## src/rtl/prog_loader_pkg.sv

```systemverilog
// Shared definitions for the program loader: word width, default memory geometry,
// FSM state encodings and the header range check.
package prog_loader_pkg;

    localparam int WORD_W     = 16;
    localparam int DEF_ADDR_W = 5;
    localparam int DEF_DEPTH  = 16;

    localparam logic [2:0] ST_IDLE = 3'd0;
    localparam logic [2:0] ST_HI   = 3'd1;
    localparam logic [2:0] ST_LO   = 3'd2;
    localparam logic [2:0] ST_CHK  = 3'd3;
    localparam logic [2:0] ST_DONE = 3'd4;
    localparam logic [2:0] ST_ERR  = 3'd5;

    typedef struct packed {
        logic [7:0] hi;
        logic [7:0] lo;
    } word_t;

    // A header is usable when it names between 1 and depth words.
    function automatic logic hdr_ok(input logic [7:0] n, input int depth);
        return (n != 8'd0) && (int'({24'd0, n}) <= depth);
    endfunction

endpackage

```

## src/rtl/prog_loader_if.sv

```systemverilog
// Byte stream in, program RAM write port and core-control status out.
interface prog_loader_if #(parameter int ADDR_W = 5);

    logic [7:0]        in_data;
    logic              in_valid;
    logic              in_ready;
    logic              wr_en;
    logic [ADDR_W-1:0] wr_addr;
    logic [15:0]       wr_data;
    logic              cpu_rstn;
    logic              done;
    logic              err;

    modport master (
        output in_data, in_valid,
        input  in_ready, wr_en, wr_addr, wr_data, cpu_rstn, done, err
    );

    modport slave (
        input  in_data, in_valid,
        output in_ready, wr_en, wr_addr, wr_data, cpu_rstn, done, err
    );

endinterface

```

## src/rtl/prog_loader_word_asm.sv

```systemverilog
// Pairs high/low stream bytes into one instruction word and issues a registered
// single-cycle RAM write the cycle after the low byte arrives.
module loader_word_asm
    import prog_loader_pkg::*;
#(
    parameter int ADDR_W = DEF_ADDR_W
) (
    input  logic              clk,
    input  logic              rst,
    input  logic [7:0]        dat_i,
    input  logic              hi_take_i,
    input  logic              lo_take_i,
    input  logic [ADDR_W-1:0] idx_i,
    output logic              wr_en_o,
    output logic [ADDR_W-1:0] wr_addr_o,
    output logic [WORD_W-1:0] wr_data_o
);

    logic [7:0]        hi_q;
    logic              wr_en_q;
    logic [ADDR_W-1:0] wr_addr_q;
    word_t             wr_data_q;

    always_ff @(posedge clk or posedge rst) begin
        if (rst) begin
            hi_q      <= '0;
            wr_en_q   <= 1'b0;
            wr_addr_q <= '0;
            wr_data_q <= '0;
        end else begin
            wr_en_q <= lo_take_i;
            if (hi_take_i)
                hi_q <= dat_i;
            // Address and data hold their last value between writes.
            if (lo_take_i) begin
                wr_addr_q <= idx_i;
                wr_data_q <= '{hi: hi_q, lo: dat_i};
            end
        end
    end

    assign wr_en_o   = wr_en_q;
    assign wr_addr_o = wr_addr_q;
    assign wr_data_o = wr_data_q;

endmodule

```

## src/rtl/prog_loader.sv

```systemverilog
// Framed byte-stream program loader: header N, 2N payload bytes, optional XOR checksum
// (enabled by defining CHECKSUM_EN). Holds the core in reset until an image completes.
module prog_loader
    import prog_loader_pkg::*;
#(
    parameter int ADDR_W = DEF_ADDR_W,
    parameter int DEPTH  = DEF_DEPTH
) (
    input  logic         clk,
    input  logic         rst,
    prog_loader_if.slave bus
);

    logic [2:0]        state_q, state_d;
    logic [ADDR_W-1:0] idx_q, idx_d;
    logic [ADDR_W-1:0] last_q, last_d;
    logic              rdy_q;
    logic              xfer;
    logic              hi_take, lo_take;

    assign xfer = bus.in_valid & rdy_q;

`ifdef CHECKSUM_EN
    logic [7:0] xor_q;

    // Running XOR restarts on every accepted header, then folds in the payload.
    always_ff @(posedge clk or posedge rst) begin
        if (rst)
            xor_q <= '0;
        else if (xfer) begin
            if (state_q == ST_IDLE || state_q == ST_DONE)
                xor_q <= bus.in_data;
            else if (state_q == ST_HI || state_q == ST_LO)
                xor_q <= xor_q ^ bus.in_data;
        end
    end
`endif

    always_comb begin
        state_d = state_q;
        idx_d   = idx_q;
        last_d  = last_q;
        hi_take = 1'b0;
        lo_take = 1'b0;
        if (xfer) begin
            case (state_q)
                // A byte arriving after a completed load starts a new image.
                ST_IDLE, ST_DONE: begin
                    if (hdr_ok(bus.in_data, DEPTH)) begin
                        state_d = ST_HI;
                        idx_d   = '0;
                        last_d  = ADDR_W'(bus.in_data - 8'd1);
                    end else begin
                        state_d = ST_ERR;
                    end
                end
                ST_HI: begin
                    hi_take = 1'b1;
                    state_d = ST_LO;
                end
                ST_LO: begin
                    lo_take = 1'b1;
                    if (idx_q == last_q) begin
`ifdef CHECKSUM_EN
                        state_d = ST_CHK;
`else
                        state_d = ST_DONE;
`endif
                    end else begin
                        idx_d   = idx_q + 1'b1;
                        state_d = ST_HI;
                    end
                end
`ifdef CHECKSUM_EN
                ST_CHK: state_d = (bus.in_data == xor_q) ? ST_DONE : ST_ERR;
`endif
                default: ;
            endcase
        end
    end

    always_ff @(posedge clk or posedge rst) begin
        if (rst) begin
            state_q <= ST_IDLE;
            idx_q   <= '0;
            last_q  <= '0;
            rdy_q   <= 1'b0;
        end else begin
            state_q <= state_d;
            idx_q   <= idx_d;
            last_q  <= last_d;
            rdy_q   <= (state_d != ST_ERR);
        end
    end

    loader_word_asm #(.ADDR_W(ADDR_W)) u_asm (
        .clk       (clk),
        .rst       (rst),
        .dat_i     (bus.in_data),
        .hi_take_i (hi_take),
        .lo_take_i (lo_take),
        .idx_i     (idx_q),
        .wr_en_o   (bus.wr_en),
        .wr_addr_o (bus.wr_addr),
        .wr_data_o (bus.wr_data)
    );

    assign bus.in_ready = rdy_q;
    assign bus.cpu_rstn = (state_q == ST_DONE);
    assign bus.done     = (state_q == ST_DONE);
    assign bus.err      = (state_q == ST_ERR);

endmodule

```

## src/flat_wrapper.sv

```systemverilog
// flat-port wrapper written by rule: the top's interface ports become plain ports
module prog_loader_flat import prog_loader_pkg::*;
#(
    parameter int ADDR_W = DEF_ADDR_W,
    parameter int DEPTH  = DEF_DEPTH
)
  (clk, rst, bus_in_data, bus_in_valid, bus_in_ready, bus_wr_en, bus_wr_addr, bus_wr_data, bus_cpu_rstn, bus_done, bus_err);
  prog_loader_if #(.ADDR_W(ADDR_W)) bus_i ();
  input  logic clk;
  input  logic rst;
  input wire logic [$bits(bus_i.in_data)-1:0] bus_in_data;
  input wire logic [$bits(bus_i.in_valid)-1:0] bus_in_valid;
  output wire logic [$bits(bus_i.in_ready)-1:0] bus_in_ready;
  output wire logic [$bits(bus_i.wr_en)-1:0] bus_wr_en;
  output wire logic [$bits(bus_i.wr_addr)-1:0] bus_wr_addr;
  output wire logic [$bits(bus_i.wr_data)-1:0] bus_wr_data;
  output wire logic [$bits(bus_i.cpu_rstn)-1:0] bus_cpu_rstn;
  output wire logic [$bits(bus_i.done)-1:0] bus_done;
  output wire logic [$bits(bus_i.err)-1:0] bus_err;
  assign bus_i.in_data = bus_in_data;
  assign bus_i.in_valid = bus_in_valid;
  assign bus_in_ready = bus_i.in_ready;
  assign bus_wr_en = bus_i.wr_en;
  assign bus_wr_addr = bus_i.wr_addr;
  assign bus_wr_data = bus_i.wr_data;
  assign bus_cpu_rstn = bus_i.cpu_rstn;
  assign bus_done = bus_i.done;
  assign bus_err = bus_i.err;
  prog_loader #(.ADDR_W(ADDR_W), .DEPTH(DEPTH)) u_core (.clk(clk), .rst(rst), .bus(bus_i));
endmodule
```

## config.mk

```make
export PLATFORM = sky130hd
export DESIGN_NAME = prog_loader_flat
export DESIGN_NICKNAME = d
export VERILOG_FILES = /design/src/rtl/prog_loader_pkg.sv /design/src/rtl/prog_loader_if.sv /design/src/rtl/prog_loader_word_asm.sv /design/src/rtl/prog_loader.sv /design/src/flat_wrapper.sv
export SDC_FILE = /design/constraint.sdc
export NUM_CORES = 1
export LEC_CHECK = 0
export ABC_AREA = 1
export BUFFER_PORTS_ARGS = -buffer_cell sky130_fd_sc_hd__buf_2
export CAP_MARGIN = 20
export CORE_AREA = 4 4 63 65
export CTS_BUF_LIST = sky130_fd_sc_hd__clkbuf_8
export CTS_CLUSTER_SIZE = 24
export DETAILED_ROUTE_END_ITERATION = 8
export DIE_AREA = 0 0 67 69
export PLACE_DENSITY_LB_ADDON = 0.1
export SLEW_MARGIN = 10
export SYNTH_ARGS = -nofsm -noshare
export SYNTH_HDL_FRONTEND = slang
export SYNTH_SLANG_ARGS = --single-unit
export TNS_END_PERCENT = 20
```

## constraint.sdc

```tcl
create_clock -name clk -period 3.78 [get_ports clk]
set_input_delay 0.378 -clock clk [delete_from_list [all_inputs] [get_ports clk]]
set_output_delay 0.378 -clock clk [all_outputs]
set_load 0.01 [all_outputs]
```

# After elaboration in Yosys (flattened, before gate mapping)
# Cells that the tools add are included.
[word_totals] reg_bits=44 latchBits=0 ramBits=0 rom_bits=0 input_bits=11 output_inout_bits=26 word_cells=39 memories=0
[classes] add_sub_neg=2 multipliers=0 div=0 n_lt_le_gt_ge=1 eq_ne=8 shift=0 mux=11 bitwise=1 reduce_logical=7
[ops] op="5-bit two-way mux" count=2
[ops] op="5-bit one-hot mux with 2 select lines" count=1
[ops] op="3-bit two-way mux" count=3
[ops] op="3-bit one-hot mux with 3 select lines" count=1
[ops] op="8-bit by 5-bit <= comparator with 1-bit output (second input constant)" count=1
[ops] op="8-bit nonzero test" count=1
[ops] op="3-bit == test (second input constant)" count=2
[ops] op="5-bit by 1-bit adder with 5-bit output (second input constant)" count=1
[ops] op="5-bit == test" count=1
[ops] op="5-bit by 1-bit subtractor with 5-bit output (second input constant)" count=1
[ops] op="1-bit two-way mux" count=4
[ops] op="4-bit AND reduction" count=1
[ops] op="3-bit by 1-bit == test with 1-bit output (second input constant)" count=1
[ops] op="3-bit by 2-bit == test with 1-bit output (second input constant)" count=1
[ops] op="3-bit zero test" count=1
[ops] op="3-bit != test (second input constant)" count=1
[ops] op="3-bit AND reduction" count=1
[ops] op="2-bit by 1-bit != test with 1-bit output (second input constant)" count=1
[ops] op="2-bit != test (second input constant)" count=1
[ops] op="2-bit nonzero test" count=1
[ops] op="2-bit OR reduction" count=1
[ops] op="1-bit AND" count=1
[ops] op="1-bit logical AND" count=1

# Logic depth before layout (Yosys ltp)
[logic_depth] depth_word=6 mapped_depth=10 ltp_nobuf=10

# By module
# Synthesis repeated with hierarchy kept, for this count alone.
[unflattened] hier_cells=257 hier_area_um2=2115.8
[by_module_without_submodules] module="loader_word_asm" n_inst=1 cells_per_inst=125 area_per_inst_um2=1137.3 seq_area_each_um2=750.7
[by_module_without_submodules] module="prog_loader" n_inst=1 cells_per_inst=132 area_per_inst_um2=978.4 seq_area_each_um2=350.3

# Worst setup path after synthesis
# OpenSTA, ideal clock, no wires.
[synth_path] kind="input-to-reg" start="input bus_in_data[0]" end="register u_core.rdy_q (netlist: u_core.bus.in_ready)" setup_ns=0.124 arrival_ns=1.240 t_required_ns=3.656 path_slack_ns=2.416 stages=9 n_path_buf=0 path_cell_list="inv_1 > ha_1 > nand3_1 > nand3_1 > nand2_1 > nand2_1 > nand2_1 > nand2_1 > nand3_1"
[synth_via] elab_chain_cells=6 elab_cells_between_ends=7 classes_between="order compare (1); eq/ne (1); mux (3); reduce/logical (2)"
[synth_rtl] item="start: declaration" line="flat_wrapper.sv:11" text="input wire logic [$bits(bus_i.in_data)-1:0] bus_in_data;"
[synth_rtl] item="8-bit by 5-bit <= comparator with 1-bit output / 8-bit nonzero test (equally long branches)" line="prog_loader_pkg.sv:23" text="return (n != 8'd0) && (int'({24'd0, n}) <= depth);"
[synth_rtl] item="1-bit logical AND *" line="prog_loader_pkg.sv:23"
[synth_rtl] item="3-bit two-way mux *" line="prog_loader.sv:49" text="if (hdr_ok(bus.in_data, DEPTH)) begin"
[synth_rtl] item="3-bit one-hot mux with 3 select lines *" line="prog_loader.sv:46" text="case (state_q)"
[synth_rtl] item="3-bit two-way mux *" line="prog_loader.sv:45" text="if (xfer) begin"
[synth_rtl] item="named net u_core.state_d[2]" line="prog_loader.sv:14" text="logic [2:0] state_q, state_d;"
[synth_rtl] item="3-bit != test *" line="prog_loader.sv:92" text="rdy_q <= (state_d != ST_ERR);"
[synth_rtl] item="end signal: assignment" line="prog_loader.sv:92"
[synth_rtl] item="end: declaration" line="prog_loader.sv:17" text="logic rdy_q;"
# Mark *: on every way through the listed nets, which the timed path passes. The rest lies on a longest branch.
# A chain may end at the register's enable or synchronous reset.

# Final worst setup path
[layout_path] start="register u_core.state_q[0]" end="register u_core.u_asm.wr_data_q, in the netlist u_core.u_asm.wr_data_o[7]"
[layout_via] elab_chain_cells=3
[layout_rtl] item="start: declaration" line="prog_loader.sv:14"
[layout_rtl] item="start signal: assignment" line="prog_loader.sv:89" text="state_q <= state_d;"
[layout_rtl] item="3-bit by 2-bit == test with 1-bit output" line="prog_loader.sv:46"
[layout_rtl] item="1-bit two-way mux" line="prog_loader.sv:46"
[layout_rtl] item="1-bit two-way mux" line="prog_loader.sv:45"
[layout_rtl] item="end signal: assignment" line="prog_loader_word_asm.sv:37" text="wr_data_q <= '{hi: hi_q, lo: dat_i};"
[layout_rtl] item="end: declaration" line="prog_loader_word_asm.sv:22" text="word_t wr_data_q;"
# No other way between the ends.

==> reports/qor.yml <==
cts.path.max_buffers: 2
drc: 0
ys_ff_latch: 44
synth_xor_area_frac: 0.0305
synth_seq_area_share: 0.548
p_seq_frac: 0.437
cp-end-kind: "register"
vias: 1541
grt_use_total: 0.193
grt_pass1_vias: 1533
p_sw_frac: 0.382
rr_startpoint: "u_core.state_q[0]"
synth_fa_ha_area_frac: 0.0187
critPathKind: "register to register"
min_period_ns: 1.63
syn-num-nets: 248
yosys_most_used_dff: "dfrtp_1"
multiInputGateArea_um2: 763
start_util: 0.602
detail-route-antenna-nets: 0
antenna_found_initial: 0
drtIter0Drc: 79
firstDrtPassIters: 5
p_int_mw: 1.13
cts_tree: "built"
synth-edff-count: 0
nFillCells: 276
via_per_inst: 4.83
cp.arrival_ns: 1.79
wl_per_cell_um: 11.8
die_area_um2: 4620
num_rows: 21
io_buffers: 36
synth_top_area_share: 0.548
die_x_um: 67
synth-simple-area-share: 0.245
finalSetupTns_ns: 0
ir_drop_mv: 0.483
period_share: 0.432
synth_cell_types: 24
synth.most_common_cell: "nand2_1"
yosysTopAreaCell: "dfrtp_1"
hold_ws_ns: 0.203
clkSinkCount: 44
fmax_mhz: 612
clk_latency_ns: 0.30
synth_area_leaders: "dfrtp_1 (55%), nand2_1 (15%), o21ai_0 (8.0%)"
max_slew_margin: 0.650
root_buffer: "clkbuf_8"
grt_overflow: 0
min_path_type: "input port to asynchronous set/reset pin"
p_leak_nw: 1.24
synthCells: 234
p_sw_mw: 0.697
yosysWarnings: 0
register_area_um2: 1100
crit_required_ns: 3.94
syn_to_final_growth_pct: 16.4
synthMuxAreaShare: 0
coreArea_um2: 3340
path_clk_slew_ns: 0.08
syn_area_um2: 2010
tightest_slew_ns: 0.525
power_density_nw_per_um2: 781
route.final.wire_length_mm: 3.76
post_cts_resized: 0
path_max_fanout: 34
nets: 286
drv_slew: 0
synthTopCellsByCount: "nand2_1 (81), dfrtp_1 (44), o21ai_0 (32), inv_1 (26), nor2_1 (12)"
grt_pass1_wl_mm: 6.91
synth_top_family_by_area: "simple AND/OR/NAND/NOR gates"
combPwrFrac: 0.359
rsz0062_at_grt: "false"
numCtsBuffers: 5
status: "finished, final reports clean"
grt_max_degree: 45
crit_path_start_kind: "register"
power_mw: 1.83
cts_hold_buf: 0
ios: 37
p_clk_frac: 0.203
die_y_um: 69
crit_start: "u_core.state_q[0]"
syn_area_per_cell_um2: 8.59
post_cts_buffers: 0
synth_compound_area_frac: 0.0859
postSynth.asyncResetShare: 1.00
final-setup-viol-count: 0
drive_above_1_share: 0.209
drv_cap: 0
skew_ns: 0.00586
hpwl_mm: 2.82
hold_viol: 0
htree_levels: 2
globalplace.congestion: 0.786
diodes: 0
## power groups by stage
stage / Sequential (mW) / Combinational [mW] / Clock, mW
6_report: 0.799 / 0.656 / 0.372
5_1_grt: 0.825 / 0.768 / 0.404
4_1_cts: 0.797 / 0.669 / 0.384
3_5_place_dp: 0.804 / 0.669 / 0
3_3_place_gp: 0.800 / 0.647 / 0
2_1_floorplan: 0.826 / 0.438 / 0
## logic make-up after synthesis
kind of cell	Yosys count
adders and majority gates	3
xor gates and xnor gates	7
buffers and inverters	35
AOI/OAI and AO/OA	34
DFF	44
and+or+nand+nor	111
## sequential cells by signal, summed over array words and instances (netlist names)
register                flops
u_core.u_asm.hi_q           8
u_core.u_asm.wr_addr_o      5
u_core.u_asm.wr_en_o        1
u_core.idx_q                5
u_core.bus.in_ready         1
u_core.u_asm.wr_data_o     16
u_core.state_q              3
u_core.last_q               5
## critical path: stages (launching register included)
cell and delay [ns]:
dfrtp_1 0.40, inv_2 0.08, nand2_2 0.06, nor2_2 0.11
inv_2 0.09, nor2_4 0.27, inv_2 0.28, nand2_1 0.12
o21ai_0 0.09
## per-stage QoR
stage          utilization  worst slack, ns  std cells  instance area, um^2
5_1_grt              0.701             1.91        319                 2340
3_5_place_dp         0.665             2.11        311                 2220
6_report             0.701             2.15        319                 2340
3_3_place_gp         0.665             2.15        311                 2220
4_1_cts              0.701             2.10        319                 2340
2_1_floorplan            -             2.37        234                 2010
## layout make-up
class	instances	share of cell area
sequential	44	0.471
multi-input combinational	155	0.326
timing repair buffer	37	0.0802
inverter	29	0.0465
clock buffer	6	0.0353
tap	46	0.0246
clock inverter	2	0.0166
## per-layer routing
| layer | global-route usage | share of wire | wire length, um | vias to the layer above |
|---|---|---|---|---|
| li1 | - | - | - | 801 |
| met1 | 0.256 | 0.47 | 1750 | 706 |
| met2 | 0.299 | 0.47 | 1750 | 27 |
| met3 | 0.0536 | 0.051 | 190 | 7 |
| met4 | 0.0676 | 0.017 | 62 | 0 |
| met5 | 0 | 0 | 0 | - |
## path summary, 6_finish.rpt
check | to | slack (ns) | depth (start not counted)
setup reg to reg | u_core.u_asm.wr_data_o[7] | 2.15 | 8
setup / recovery | u_core.u_asm.wr_data_o[7] | 2.15 | 8
hold reg to reg | u_core.u_asm.wr_data_o[13] | 0.47 | 2
max in group asynchronous | u_core.last_q[4] | 3.21 | 3
min in group clk | u_core.last_q[0] | 0.29 | 2
hold / removal | u_core.u_asm.wr_data_o[15] | 0.20 | 3
## cells in the final DEF, fill, tap and decap left out, drive strengths merged, types with 2 or more instances in the layout
cell     n
ha       3
buf     37
nand4    2
o21ai   33
nand2   83
xnor2    3
dfrtp   44
nand3    7
xor2     4
clkbuf   6
inv     29
nor2    18
No activity file was read; power rests on OpenSTA's default activity.
